**src/rtl/periph_bus_ctrl_pkg.sv**
```systemverilog
// Shared constants, types and helpers for the peripheral bus controller.
package periph_bus_ctrl_pkg;

    localparam int unsigned ADDR_W     = 30;
    localparam int unsigned DATA_W     = 32;
    localparam int unsigned BE_W       = 4;
    localparam int unsigned REGION_W   = 8;
    localparam int unsigned NUM_SLAVES = 5;
    localparam int unsigned ERR_CNT_W  = 8;

    // Region codes taken from address[29:22]
    localparam logic [REGION_W-1:0] REG_ROM  = 8'h00;
    localparam logic [REGION_W-1:0] REG_RAM  = 8'h10;
    localparam logic [REGION_W-1:0] REG_UART = 8'h80;
    localparam logic [REGION_W-1:0] REG_GPIO = 8'h81;
    localparam logic [REGION_W-1:0] REG_SPI  = 8'h82;

    // Bit position of each slave in the one-hot select / ready vectors
    typedef enum int unsigned {
        SL_ROM  = 0,
        SL_RAM  = 1,
        SL_UART = 2,
        SL_GPIO = 3,
        SL_SPI  = 4
    } slave_idx_e;

    // Controller state encoding
    localparam logic [1:0] ST_IDLE = 2'd0;
    localparam logic [1:0] ST_WAIT = 2'd1;
    localparam logic [1:0] ST_DONE = 2'd2;
    localparam logic [1:0] ST_ERR  = 2'd3;

    // Latched CPU request presented to the slaves
    typedef struct packed {
        logic [ADDR_W-1:0] addr;
        logic [DATA_W-1:0] wdata;
        logic [BE_W-1:0]   be;
        logic              we;
        logic              re;
    } bus_req_t;

    // Error counter increment that sticks at all-ones
    function automatic logic [ERR_CNT_W-1:0] sat_inc(input logic [ERR_CNT_W-1:0] v);
        return (v == '1) ? v : v + ERR_CNT_W'(1);
    endfunction

endpackage

```
**src/rtl/periph_bus_ctrl_if.sv**
```systemverilog
// CPU-side data bus between the CPU (master) and the bus controller (slave).
interface periph_bus_ctrl_if;
    import periph_bus_ctrl_pkg::*;

    logic [ADDR_W-1:0] address;
    logic              writeenable;
    logic              readenable;
    logic [DATA_W-1:0] writedata;
    logic [BE_W-1:0]   byteena;
    logic [DATA_W-1:0] readdata;
    logic              ack;
    logic              bus_err;

    modport master (
        output address, writeenable, readenable, writedata, byteena,
        input  readdata, ack, bus_err
    );

    modport slave (
        input  address, writeenable, readenable, writedata, byteena,
        output readdata, ack, bus_err
    );

endinterface

```
**src/rtl/periph_bus_ctrl_bus_addr_decode.sv**
```systemverilog
// Region code to one-hot slave select; purely combinational.
module periph_bus_ctrl_bus_addr_decode
    import periph_bus_ctrl_pkg::*;
(
    input  logic [REGION_W-1:0]   region,
    output logic [NUM_SLAVES-1:0] sel_c,
    output logic                  mapped_c
);

    // Map each known region to its slave bit; anything else selects nothing
    always_comb begin
        sel_c = '0;
        case (region)
            REG_ROM:  sel_c[SL_ROM]  = 1'b1;
            REG_RAM:  sel_c[SL_RAM]  = 1'b1;
            REG_UART: sel_c[SL_UART] = 1'b1;
            REG_GPIO: sel_c[SL_GPIO] = 1'b1;
            REG_SPI:  sel_c[SL_SPI]  = 1'b1;
            default:  sel_c = '0;
        endcase
        mapped_c = |sel_c;
    end

endmodule

```
**src/rtl/periph_bus_ctrl.sv**
```systemverilog
// Sequences CPU data-bus accesses onto the peripheral slaves with
// error completion for unmapped, illegal and timed-out accesses.
module periph_bus_ctrl
    import periph_bus_ctrl_pkg::*;
#(
    parameter int unsigned       TIMEOUT   = 16,
    parameter logic [DATA_W-1:0] ERR_RDATA = 32'hDEADBEEF
) (
    input  logic                         clk,
    input  logic                         reset_n,
    periph_bus_ctrl_if.slave             cpu,
    output logic [ERR_CNT_W-1:0]         err_count,
    output logic [NUM_SLAVES-1:0]        s_sel,
    output logic                         s_we,
    output logic                         s_re,
    output logic [ADDR_W-1:0]            s_addr,
    output logic [DATA_W-1:0]            s_wdata,
    output logic [BE_W-1:0]              s_be,
    input  logic [NUM_SLAVES*DATA_W-1:0] s_rdata,
    input  logic [NUM_SLAVES-1:0]        s_ready
);

    localparam int unsigned      CNT_W    = $clog2(TIMEOUT);
    localparam logic [CNT_W-1:0] CNT_LAST = CNT_W'(TIMEOUT - 1);

    logic [1:0]            state;
    logic [1:0]            state_d;
    logic [CNT_W-1:0]      cnt;
    bus_req_t              req_q;
    logic [DATA_W-1:0]     readdata_q;
    logic                  ack_q;
    logic                  bus_err_q;

    logic [NUM_SLAVES-1:0] dec_sel_c;
    logic                  dec_mapped_c;
    logic                  req_c;
    logic                  legal_c;
    logic                  sel_ready_c;
    logic [DATA_W-1:0]     sel_rdata_c;

    periph_bus_ctrl_bus_addr_decode u_decode (
        .region   (cpu.address[ADDR_W-1 -: REGION_W]),
        .sel_c    (dec_sel_c),
        .mapped_c (dec_mapped_c)
    );

    assign req_c       = cpu.readenable | cpu.writeenable;
    assign legal_c     = dec_mapped_c & ~(cpu.readenable & cpu.writeenable);
    assign sel_ready_c = |(s_ready & s_sel);

    assign s_addr      = req_q.addr;
    assign s_wdata     = req_q.wdata;
    assign s_be        = req_q.be;
    assign cpu.readdata = readdata_q;
    assign cpu.ack      = ack_q;
    assign cpu.bus_err  = bus_err_q;

    // Read data of the currently selected slave (zero when none selected)
    always_comb begin
        sel_rdata_c = '0;
        for (int unsigned i = 0; i < NUM_SLAVES; i++) begin
            if (s_sel[i]) begin
                sel_rdata_c = sel_rdata_c | s_rdata[DATA_W*i +: DATA_W];
            end
        end
    end

    // State register
    always_ff @(posedge clk) begin
        if (!reset_n) begin
            state <= ST_IDLE;
        end else begin
            state <= state_d;
        end
    end

    // Next-state logic; ready wins over timeout in the same cycle
    always_comb begin
        state_d = state;
        case (state)
            ST_IDLE: begin
                if (req_c) begin
                    state_d = legal_c ? ST_WAIT : ST_ERR;
                end
            end
            ST_WAIT: begin
                if (sel_ready_c) begin
                    state_d = ST_DONE;
                end else if (cnt == CNT_LAST) begin
                    state_d = ST_ERR;
                end
            end
            ST_DONE: state_d = ST_IDLE;
            ST_ERR:  state_d = ST_IDLE;
            default: state_d = ST_IDLE;
        endcase
    end

    // Datapath: request latch, strobes, timeout counter, completion and error count
    always_ff @(posedge clk) begin
        if (!reset_n) begin
            req_q      <= '0;
            s_sel      <= '0;
            s_we       <= 1'b0;
            s_re       <= 1'b0;
            cnt        <= '0;
            readdata_q <= '0;
            ack_q      <= 1'b0;
            bus_err_q  <= 1'b0;
            err_count  <= '0;
        end else begin
            s_we      <= 1'b0;
            s_re      <= 1'b0;
            ack_q     <= 1'b0;
            bus_err_q <= 1'b0;
            case (state)
                ST_IDLE: begin
                    if (req_c) begin
                        req_q.addr  <= cpu.address;
                        req_q.wdata <= cpu.writedata;
                        req_q.be    <= cpu.byteena;
                        req_q.we    <= cpu.writeenable;
                        req_q.re    <= cpu.readenable;
                        cnt         <= '0;
                    end
                    if (state_d == ST_WAIT) begin
                        s_sel <= dec_sel_c;
                        s_we  <= cpu.writeenable;
                        s_re  <= cpu.readenable;
                    end else if (state_d == ST_ERR) begin
                        ack_q     <= 1'b1;
                        bus_err_q <= 1'b1;
                        err_count <= sat_inc(err_count);
                        if (cpu.readenable) begin
                            readdata_q <= ERR_RDATA;
                        end
                    end
                end
                ST_WAIT: begin
                    cnt <= cnt + CNT_W'(1);
                    if (state_d == ST_DONE) begin
                        s_sel <= '0;
                        ack_q <= 1'b1;
                        if (req_q.re & ~req_q.we) begin
                            readdata_q <= sel_rdata_c;
                        end
                    end else if (state_d == ST_ERR) begin
                        s_sel     <= '0;
                        ack_q     <= 1'b1;
                        bus_err_q <= 1'b1;
                        err_count <= sat_inc(err_count);
                        if (req_q.re) begin
                            readdata_q <= ERR_RDATA;
                        end
                    end
                end
                default: begin
                    s_sel <= '0;
                end
            endcase
        end
    end

endmodule

```
**src/flat_wrapper.sv**
```systemverilog
// flat-port wrapper written by rule: the top's interface ports become plain ports
module periph_bus_ctrl_flat import periph_bus_ctrl_pkg::*;
#(
    parameter int unsigned       TIMEOUT   = 16,
    parameter logic [DATA_W-1:0] ERR_RDATA = 32'hDEADBEEF
)
  (clk, reset_n, err_count, s_sel, s_we, s_re, s_addr, s_wdata, s_be, s_rdata, s_ready, cpu_address, cpu_writeenable, cpu_readenable, cpu_writedata, cpu_byteena, cpu_readdata, cpu_ack, cpu_bus_err);
  periph_bus_ctrl_if cpu_i ();
  input  logic clk;
  input  logic reset_n;
  output logic [ERR_CNT_W-1:0] err_count;
  output logic [NUM_SLAVES-1:0] s_sel;
  output logic s_we;
  output logic s_re;
  output logic [ADDR_W-1:0] s_addr;
  output logic [DATA_W-1:0] s_wdata;
  output logic [BE_W-1:0] s_be;
  input  logic [NUM_SLAVES*DATA_W-1:0] s_rdata;
  input  logic [NUM_SLAVES-1:0] s_ready;
  input wire logic [$bits(cpu_i.address)-1:0] cpu_address;
  input wire logic [$bits(cpu_i.writeenable)-1:0] cpu_writeenable;
  input wire logic [$bits(cpu_i.readenable)-1:0] cpu_readenable;
  input wire logic [$bits(cpu_i.writedata)-1:0] cpu_writedata;
  input wire logic [$bits(cpu_i.byteena)-1:0] cpu_byteena;
  output wire logic [$bits(cpu_i.readdata)-1:0] cpu_readdata;
  output wire logic [$bits(cpu_i.ack)-1:0] cpu_ack;
  output wire logic [$bits(cpu_i.bus_err)-1:0] cpu_bus_err;
  assign cpu_i.address = cpu_address;
  assign cpu_i.writeenable = cpu_writeenable;
  assign cpu_i.readenable = cpu_readenable;
  assign cpu_i.writedata = cpu_writedata;
  assign cpu_i.byteena = cpu_byteena;
  assign cpu_readdata = cpu_i.readdata;
  assign cpu_ack = cpu_i.ack;
  assign cpu_bus_err = cpu_i.bus_err;
  periph_bus_ctrl #(.TIMEOUT(TIMEOUT), .ERR_RDATA(ERR_RDATA)) u_core (.clk(clk), .reset_n(reset_n), .cpu(cpu_i), .err_count(err_count), .s_sel(s_sel), .s_we(s_we), .s_re(s_re), .s_addr(s_addr), .s_wdata(s_wdata), .s_be(s_be), .s_rdata(s_rdata), .s_ready(s_ready));
endmodule
```
**config.mk**
```make
export PLATFORM = sky130hd
export DESIGN_NAME = periph_bus_ctrl_flat
export DESIGN_NICKNAME = d
export VERILOG_FILES = /design/src/rtl/periph_bus_ctrl_pkg.sv /design/src/rtl/periph_bus_ctrl_if.sv /design/src/rtl/periph_bus_ctrl_bus_addr_decode.sv /design/src/rtl/periph_bus_ctrl.sv /design/src/flat_wrapper.sv
export SDC_FILE = /design/constraint.sdc
export NUM_CORES = 1
export LEC_CHECK = 0
export CAP_MARGIN = 40
export CORE_AREA = 2 2 136 138
export CTS_BUF_LIST = sky130_fd_sc_hd__clkbuf_8
export DETAILED_ROUTE_END_ITERATION = 10
export DIE_AREA = 0 0 138 140
export DONT_BUFFER_PORTS = 1
export PLACE_DENSITY = 0.47
export SYNTH_ARGS = -nofsm -noshare
export SYNTH_HDL_FRONTEND = slang
export SYNTH_SLANG_ARGS = --single-unit
```
**constraint.sdc**
```tcl
create_clock -name clk -period 2.5 [get_ports clk]
set_clock_uncertainty 0.2 [all_clocks]
set_input_delay 0.375 -clock clk [delete_from_list [all_inputs] [get_ports clk]]
set_output_delay 0.375 -clock clk [all_outputs]
set_load 0.03 [all_outputs]
```
==> reports/qor.txt <==
CP startpoint -> u_core.s_sel[2]
clk buf depth -> 2
nets -> 939
Final Power -> 5470 uW
vias in the first global route -> 5284
Lkg Pwr -> 0.00239 uW
Worst R2R Setup Slack -> 0.21 ns
Vias per Instance -> 5.79
CTS H-tree depth -> 4
Critical Path End -> u_core.cpu.readdata[8]
Critical R2R Launch -> u_core.s_sel[2]
post-route clock period utilization -> 0.915
Net Count, Synth -> 958
PostCTS Resize Cnt -> 0
CP endpoint kind -> flip-flop
final hold vios -> 0
Seq/Total Area, Yosys -> 0.415
clock latency on the worst-skew pair -> 0.43 ns
commonest non-fill, non-tap cell in the layout -> nand2_1
Logic pwr share -> 0.169
Clock Power Share -> 0.330
Worst Path Required -> 2.65 ns
drt wl/cell -> 20.7 um
count of boundary I/O pins -> 350
DR pass1 iterations -> 7
Max-cap violations -> 0
commonest cells after routing, fill and taps aside -> nand2_1, dfxtp_1, a21oi_1
Reg-to-Reg End -> u_core.cpu.readdata[8]
initial cell density of the core -> 0.333
crit-path max cell delay -> 0.36 ns
hold path depth -> 4
Post-synth ARST share -> 0
Netlist Area Pre-Place -> 0.00593 mm^2
total number of vias -> 5470
Worst-path clk slew -> 0.07 ns
worst path cell trace -> a222oi_1, buf_4, a21boi_1, nand4b_4, buf_12, a221o_1, a21oi_1
CORE AREA -> 0.0178 mm^2
clock sink count -> 123
die height -> 140 um
hpwl dp -> 13.9 mm
Slew @ Worst Pin -> 0.676 ns
maximum VDD drop -> 0.310 mV
Hold Path Class -> in -> reg
GPL Wtd Cong -> 0.821
Netlist cell types -> 42
share of layout cells above drive strength 1 -> 0.0840
switching share of power -> 0.350
grt ovf -> 0
Clock Tree Root -> clkbuf_8
EDFF count, synth -> 0
CTS tree -> yes
initial antenna violation count -> 1
Die ar. -> 0.0193 mm^2
all-layer global routing usage -> 0.197
largest net degree at the start of global routing -> 64
top_reg_cell synth -> dfxtp_1
Iteration-0 DRC Markers -> 585
Post-DRT Antenna Nets -> 0
Pins Over Slew Limit -> 0
R2R depth -> 7
maximum clock rate -> 437 MHz
DR DRC count -> 0
Worst Path Arrival -> 2.44 ns
CP max FO -> 26
relative slew slack -> 0.549
switching power -> 1910 uW
Detailed Route WL -> 19.5 mm
minimum clock period -> 2.29 ns
Mapped Cells -> 721
die width -> 138 um
critical path class -> reg -> reg
Port Buffers -> 0
part of the power in registers -> 0.501
crit start category -> flip-flop
yosys warns -> 0
power per cell area -> 807 mW/mm^2
FP Rows -> 49
Setup TNS -> 0 ns
Seq cells post-synth -> 123
Synth Area per Inst -> 8.22 um^2
unrepaired setup endpoints after global routing -> no
# setup viols final -> 0
Pint -> 3560 uW
number of CTS-inserted buffers -> 17
critical path's slowest cell -> a222oi_1
first-pass GRT wire length -> 30.1 mm
Area growth syn-to-layout -> 14.3%
status -> complete, no violations
[cells by family (layout without fill, tap and decap cells)]
family,count (synthesis),count (layout),share of synthesized area
other cells,0,1,0
simple gates,224,224,0.166
xor+xnor,1,1,0.00148
fa+ha+maj,2,2,0.00422
compound gates,236,236,0.278
buf+inv,135,128,0.134
flops,123,123,0.415
[worst min-delay path by stage]
stage	startpoint	end
4_1_cts	reset_n	u_core.cpu.readdata[9]
3_3_place_gp	u_core.req_q[1]	u_core.req_q[1]
5_1_grt	cpu_address[25]	u_core.s_sel[2]
6_report	cpu_address[24]	u_core.s_sel[2]
3_5_place_dp	u_core.cnt[3]	u_core.cnt[3]
2_1_floorplan	u_core.cnt[3]	u_core.cnt[3]
[flip-flops by register name (all words and copies together), names as in the netlist]
register / count
u_core.cpu.bus_err: 1
u_core.cpu.ack: 1
u_core.s_wdata: 32
u_core.cpu.readdata: 32
u_core.state: 2
u_core.s_be: 4
u_core.s_re: 1
u_core.req_q: 2
u_core.s_sel: 5
u_core.s_addr: 30
u_core.s_we: 1
u_core.err_count: 8
u_core.cnt: 4
[layout make-up]
type | instances | area, um^2
clock buffers | 18 | 248
fillers | 1809 | 11000
diodes | 1 | 2.50
multi-input cells | 463 | 2680
inverters | 5 | 20.0
flip-flops and latches | 123 | 2460
well taps | 229 | 287
repair buffers | 92 | 917
clock inverters | 13 | 154
[power by group through the flow]
stage	combinational [uW]	sequential [uW]	clock, uW
after floorplan	1060	2470	0
after global placement	807	2790	0
after detailed placement	840	2790	0
after CTS	931	2750	1880
after global routing	1040	2760	1980
final	923	2740	1810
[worst max-delay path, delay by kind of cell (launching register included)]
family	cells	cell delay, ns
DFF	1	0.33
AOI/OAI and AO/OA	4	0.90
buffers and inverters	2	0.46
and+or+nand+nor	1	0.31
[layer usage]
metal,vias up,track usage,share of wire
li1,2541,-,-
met2,275,0.313,0.47
met5,-,0,0
met3,38,0.0691,0.084
met4,0,0.0908,0.032
met1,2616,0.240,0.41
[metrics by stage]
stage               setup slack [ns]  hold WS (ns)  cells  area (um^2)  utilization
detailed placement             0.102         0.258    843         5680        0.319
floorplan                      0.154         0.221    721         5930            -
CTS                            0.146        0.0821    943         6770        0.381
global placement              0.0664         0.241    842         5670        0.319
global route                  0.0474        0.0973    944         6770        0.381
finish                         0.214         0.121    944         6770        0.381
[cell usage after synthesis, drive strengths merged, types with 2 or more instances]
cell type	number	area [um^2]
nand4b	2	32.5
a221o	8	80.1
a21oi	114	571
a32o	27	272
o211ai	2	15.0
a22o	3	26.3
nand2	146	556
nand3	42	210
or3	4	25.0
and3	4	25.0
dfxtp	123	2460
or4	3	22.5
buf	83	601
clkbuf	47	176
a21o	2	15.0
inv	5	18.8
o21ai	7	35.0
ha	2	25.0
a222oi	33	330
a22oi	33	248
nor2	13	48.8
o31ai	4	30.0
[what timing repair did]
item | in CTS | in global routing
hold buffers | 69 | 0
endpoints found under the hold margin | 78 | 0
setup buffers | 0 | 0
No activity file was read; power rests on OpenSTA's default activity.
